$ cat config.mk
export PLATFORM = sky130hd
export DESIGN_NAME = spi_dac_arbiter
export DESIGN_NICKNAME = d
export VERILOG_FILES = /design/src/rtl/spi_dac_arbiter.sv
export SDC_FILE = /design/constraint.sdc
export NUM_CORES = 1
export LEC_CHECK = 0
export CORE_MARGIN = 2
export CORE_UTILIZATION = 30
export DETAILED_ROUTE_END_ITERATION = 10
export GPL_TIMING_DRIVEN = 1
export PLACE_DENSITY_LB_ADDON = 0.2
export SLEW_MARGIN = 5
export SYNTH_ARGS = -nofsm -noshare
export SYNTH_HDL_FRONTEND = slang
export SYNTH_SLANG_ARGS = --single-unit
$ cat constraint.sdc
create_clock -name clk_i -period 2.3 [get_ports clk_i]
set_input_delay 0.46 -clock clk_i [delete_from_list [all_inputs] [get_ports clk_i]]
set_output_delay 0.46 -clock clk_i [all_outputs]
set_load 0.1 [all_outputs]
$ cat src/rtl/spi_dac_arbiter.sv
// spi_dac_arbiter: round-robin arbiter sharing one SPI DAC writer among four channels.
// Define SPI_DAC_ARBITER_TIMEOUT_EN to bound the WAIT state and raise a sticky err_o.
module spi_dac_arbiter (
    input  logic        clk_i,
    input  logic        rst_i,
    input  logic [3:0]  req_i,
    input  logic [63:0] data_i,
    input  logic        eow_i,
    output logic        strw_o,
    output logic [15:0] data_o,
    output logic [1:0]  gnt_o,
    output logic [3:0]  ack_o,
    output logic        busy_o,
    output logic        err_o
);

    typedef enum logic [1:0] {
        IDLE = 2'd0,
        STRT = 2'd1,
        WAIT = 2'd2,
        DONE = 2'd3
    } state_t;

    state_t     state;
    state_t     state_nxt;
    logic [1:0] last_gnt;
    logic [1:0] pick;
    logic       pick_vld;
    logic       tmo;

    // Lowest offset from last_gnt+1 wins; offset 4 wraps onto last_gnt itself.
    always_comb begin
        pick     = 2'd0;
        pick_vld = 1'b0;
        for (int k = 4; k >= 1; k--) begin
            if (req_i[last_gnt + 2'(k)]) begin
                pick     = last_gnt + 2'(k);
                pick_vld = 1'b1;
            end
        end
    end

`ifdef SPI_DAC_ARBITER_TIMEOUT_EN
    logic [9:0] wcnt;
    logic       err_q;

    always_ff @(posedge clk_i) begin
        if (rst_i) begin
            wcnt  <= 10'd0;
            err_q <= 1'b0;
        end else begin
            if (state == STRT) begin
                wcnt <= 10'd0;
            end else if (state == WAIT) begin
                wcnt <= wcnt + 10'd1;
            end
            if (tmo) begin
                err_q <= 1'b1;
            end
        end
    end

    // Counter reaches 1023 on the edge that leaves WAIT.
    assign tmo   = (state == WAIT) && !eow_i && (wcnt == 10'd1022);
    assign err_o = err_q;
`else
    assign tmo   = 1'b0;
    assign err_o = 1'b0;
`endif

    always_ff @(posedge clk_i) begin
        if (rst_i) begin
            state <= IDLE;
        end else begin
            state <= state_nxt;
        end
    end

    always_comb begin
        state_nxt = IDLE;
        case (state)
            IDLE:    state_nxt = pick_vld ? STRT : IDLE;
            STRT:    state_nxt = WAIT;
            WAIT:    state_nxt = (eow_i || tmo) ? DONE : WAIT;
            DONE:    state_nxt = IDLE;
            default: state_nxt = IDLE;
        endcase
    end

    always_ff @(posedge clk_i) begin
        if (rst_i) begin
            gnt_o    <= 2'd0;
            data_o   <= 16'd0;
            last_gnt <= 2'd3;
        end else begin
            if (state == IDLE && pick_vld) begin
                gnt_o  <= pick;
                data_o <= data_i[{pick, 4'b0000} +: 16];
            end
            if (state == DONE) begin
                last_gnt <= gnt_o;
            end
        end
    end

    assign strw_o = (state == STRT);
    assign busy_o = (state != IDLE);
    assign ack_o  = (state == DONE) ? (4'b0001 << gnt_o) : 4'b0000;

endmodule
After elaboration in Yosys (flattened, before gate mapping)
Cells that the tools add are included.
Cells by class
  equality and inequality tests: 3
  div/mod/pow operators: 0
  add/sub/neg operators: 3
  magnitude comparators: 4
  mux-type cells: 20
  reductions and logical operators: 3
  bitwise gates (word level): 0
  shift operators: 2
  multiply operators: 0
Operators by type and width (number)
  $shiftx A64 B7 Y16: 1
  $lt A2 B3 Y1 const B: 4
  $mux W1: 10
  $bmux W1 S2: 4
  $mux W2: 4
  $pmux W2 S4: 1
  $add A2 B2 Y2 const B: 2
  $eq A2 B2 Y1 const B: 2
  $mux W4: 1
  $shl A1 B2 Y4 const A: 1
  $add A2 B1 Y2 const B: 1
  $eq A2 B1 Y1 const B: 1
  $logic_not A2 Y1: 1
  $reduce_bool A2 Y1: 1
  $logic_and A1 B1 Y1: 1
Word-level totals
  bits in read-only memories: 0
  input bits: 71
  logic and storage cells: 39
  memory bits (writable): 0
  bits in latches: 0
  memories kept: 0
  flip-flop bits (word level): 22
  output and inout port bits: 25

Logic depth before layout (Yosys ltp)
  depth in word-level cells: 8
  gate-level depth with buffers: 8
  depth with buffers taken out: 6

Worst setup path after synthesis
Ideal clock, no wire load.
  path type: register -> output
  start: register gnt_o[1]
  end: output port ack_o[0]
  stages on the path, launching flop included: 2
  data required time: 1.840 ns
  arrival time: 3.042 ns
  path buffers: 0
  slack: -1.202 ns
  cells stage by stage: dfxtp_1 nor3b_1
Between the ends
  cells in the longest elaborated chain, start to end: 2
Ends and longest elaborated chain
  start: declaration: RTL line 11  | output logic [1:0] gnt_o,
  start signal: assignment: RTL line 97  | gnt_o <= pick;
  $shl A1 B2 Y4: RTL line 108  | assign ack_o = (state == DONE) ? (4'b0001 << gnt_o) : 4'b0000;
  $mux W4: RTL line 108
  end: declaration: RTL line 12  | output logic [3:0] ack_o,
No other way between the ends.

Worst setup path in the final report
  start: input port req_i[1]
  end: register data_o[3]
Between the ends
  cells in the longest elaborated chain, start to end: 7
  elaborated cells on any way between the ends: 18
  those cells by class: shift: 1; mux: 16; reduce/logical: 1
Ends and longest elaborated chain
  start: declaration: RTL line 6  | input logic [3:0] req_i,
  $bmux W1 S2: RTL line 36  | if (req_i[last_gnt + 2'(k)]) begin
  $mux W1 (implied by the code): RTL line 36
  $mux W2 / $mux W1 (equally long branches) (4 in a row): RTL line 36
  $shiftx A64 B7 Y16 / $logic_and A1 B1 Y1 (equally long branches): RTL line 98, 96
  end signal: assignment: RTL line 98  | data_o <= data_i[{pick, 4'b0000} +: 16];
  end: declaration: RTL line 10  | output logic [15:0] data_o,
Several ways; a longest one is shown, not always the timed one. The select of a mux whose other input is x is not followed.
A chain may end at the register's enable or synchronous reset.

==> reports/results.ini <==
[synthesis]
synthTopCellsByCount=dfxtp_1, a21oi_1, o21ai_0, a221o_1, nand3_1
synth_area_per_cell_um2=9.09
netlist.area_leader.share_pct=29.6
synthArstFlopShare_pct=0
synth-edff-count=0
synth_cell_types=34
synth-seq-area-share_pct=29.6
synth_flop_cell=dfxtp_1
syn_nets=240
yosysTopAreaCell=dfxtp_1
yosysWarnings=0
synthCells=164
syn-cell-area_mm2=0.00149
synth_most_common_cell=dfxtp_1
synth-seq-cells=22
synthTopCellsByArea=dfxtp_1, a221o_1, mux2_4

[finish]
antennaDiodeCount=0
fin_cells=331
drive_above_1_share_pct=27.3
fillCellCount=442
area_delta_synth_final_pct=80.3
finalNetCount=341

[place]
pre_cts_ws_ns=-0.382
portBuffers=94
dp_cells=327
post-dp-hpwl_um=3620
gp_congestion=0.791

[global_routing]
grt.overflow.total=0
grt_pass1_wl_um=7480
grt_pass1_vias=1645
grt_max_degree=18
grt_usage_pct=17.2
antenna_found_initial=0

[critical_path]
critPathLaunch=req_i[1]
cp-endpoint=data_o[3]$_SDFFE_PP0P_
r2r_cells=6
rrSetupSlack_ns=0.17
r2r_start=last_gnt[1]$_SDFFE_PP1P_
cpMaxStageDelayCell=clkdlybuf4s50_1
arrival_ns=2.37
path_max_fanout=8
crit_path_start_kind=primary input
crit_path_max_incr_delay_ns=0.45
r2r_end=data_o[3]$_SDFFE_PP0P_
end_kind=register
crit_required_ns=2.44
critical_path.cell_chain=clkdlybuf4s50_1 > buf_4 > and2b_4 > o21bai_2 > nand2_4 > buf_4 > mux2_4 > a221o_1
cpMostUsedCell=buf_4
critPathKind=in2reg

[route]
drcViolationCount=0
post_drt_wl_per_cell_um=13.8
dr.pass1.iters=4
drtIter0Drc=60
avgViaCountPerCell=4.88
detail-route-antenna-nets=0
finalWirelength_um=4560
vias=1614

[sta]
slew_violations=0
period_share_pct=96.9
fmaxAchievable_mhz=449
fin_crit_ns=2.23
rsz0062_at_grt=false
finalClockSkew_ns=0.0108
finalSetupViolations=0
hold_viol_final=0
tightest_slew_ns=0.709
fin_ws_ns=0.0708
max_slew_margin_pct=52.7

[clocking]
ctsHtreeMaxLevel=1
post_cts_buffers=0
clk_path_buf_depth=2
holdBufCountCts=0
path_clk_slew_ns=0.09
ctsResizeCount=1
numCtsBuffers=3
clock-root-buffer=clkbuf_8
insertion_delay_ns=0.26
cts_sinks=22
tritoncts=yes

[run_status]
outcome=finished clean

[pwr]
ir_worst_vdd_v=0.000405
total_power_mw=2.11
p_leak_nw=1.11
p_per_area_mw_per_mm2=787

[floorplanning]
start_util_pct=31.3
die_w_um=74.5
fp-row-count=25
core-area_mm2=0.00475
dieHeight_um=74.5
dieArea_mm2=0.00555
io_pins=96

[min_path]
hold_path.class=reg2reg

[run]
maxCapViolations=0

critical path, delay by kind of cell:
kind | cells | cell delay (ns)
buffers and inverters | 3 | 0.79
AOI/OAI and AO/OA | 2 | 0.50
and+or+nand+nor | 2 | 0.32
muxes | 1 | 0.30
per-stage QoR:
stage | hold slack, ns | setup TNS, ns | utilization, % | instance area [µm²]
after CTS | 0.497 | 0 | 56.4 | 2680
after floorplan | 0.538 | -0.380 | - | 1520
after global routing | 0.515 | 0 | 56.5 | 2690
after detailed placement | 0.472 | -5.51 | 55.1 | 2620
after global placement | 0.471 | -4.99 | 55.1 | 2620
final | 0.496 | 0 | 56.5 | 2690
worst min-delay path by stage:
stage | to | from | depth (start not counted)
after detailed placement | data_o[15]$_SDFFE_PP0P_ | data_o[15]$_SDFFE_PP0P_ | 1
after global placement | data_o[10]$_SDFFE_PP0P_ | data_o[10]$_SDFFE_PP0P_ | 1
final | data_o[9]$_SDFFE_PP0P_ | data_o[9]$_SDFFE_PP0P_ | 1
after CTS | data_o[15]$_SDFFE_PP0P_ | data_o[15]$_SDFFE_PP0P_ | 1
after global routing | data_o[5]$_SDFFE_PP0P_ | data_o[5]$_SDFFE_PP0P_ | 1
after floorplan | last_gnt[0]$_SDFFE_PP1P_ | last_gnt[0]$_SDFFE_PP1P_ | 2
cell usage in the layout (no fill, tap or decap), types with 4 or more instances in the layout:
cell / n
nand2_1: 7
o21ai_0: 17
clkbuf_8: 4
nor2_1: 7
mux2_2: 6
a221o_1: 16
inv_1: 4
buf_12: 8
buf_4: 30
ha_1: 5
clkdlybuf4s50_1: 70
dfxtp_1: 22
nand3_1: 16
mux2_4: 10
a21oi_1: 17
logic make-up after synthesis:
logic type | share of synthesized area [%]
adder cells (fa/ha/maj) | 4.20
multiplexers | 17.5
AND/OR/NAND/NOR | 15.1
flip-flops | 29.6
other | 0.252
buffers and inverters | 5.54
AO/OA/AOI/OAI | 27.9
power breakdown:
part           total (mW)  switching [mW]  internal, mW
clock               0.280           0.127         0.152
sequential          0.523          0.0612         0.462
combinational        1.31           0.854         0.456
cell type report:
| type | count | area (µm²) | area share, % |
|---|---|---|---|
| Timing Repair Buffer | 108 | 1090 | 40.4 |
| Clock buffer | 4 | 55.1 | 2.05 |
| Sequential cell | 22 | 440 | 16.4 |
| Multi-Input combinational cell | 125 | 998 | 37.2 |
| Inverter | 5 | 22.5 | 0.838 |
| Tap cell | 67 | 83.8 | 3.12 |
metal layers:
layer  GRT usage [%]  wire, µm  vias up
li1                -         -      816
met1            22.2      1950      733
met2            28.2      2150       63
met3            4.88       439        2
met4            4.37        22        0
met5               0         0        -
sequential cells by signal, indices dropped and copies added (netlist names):
name,count
state,2
data_o,16
last_gnt,2
gnt_o,2
(Power assumes the default switching activity.)
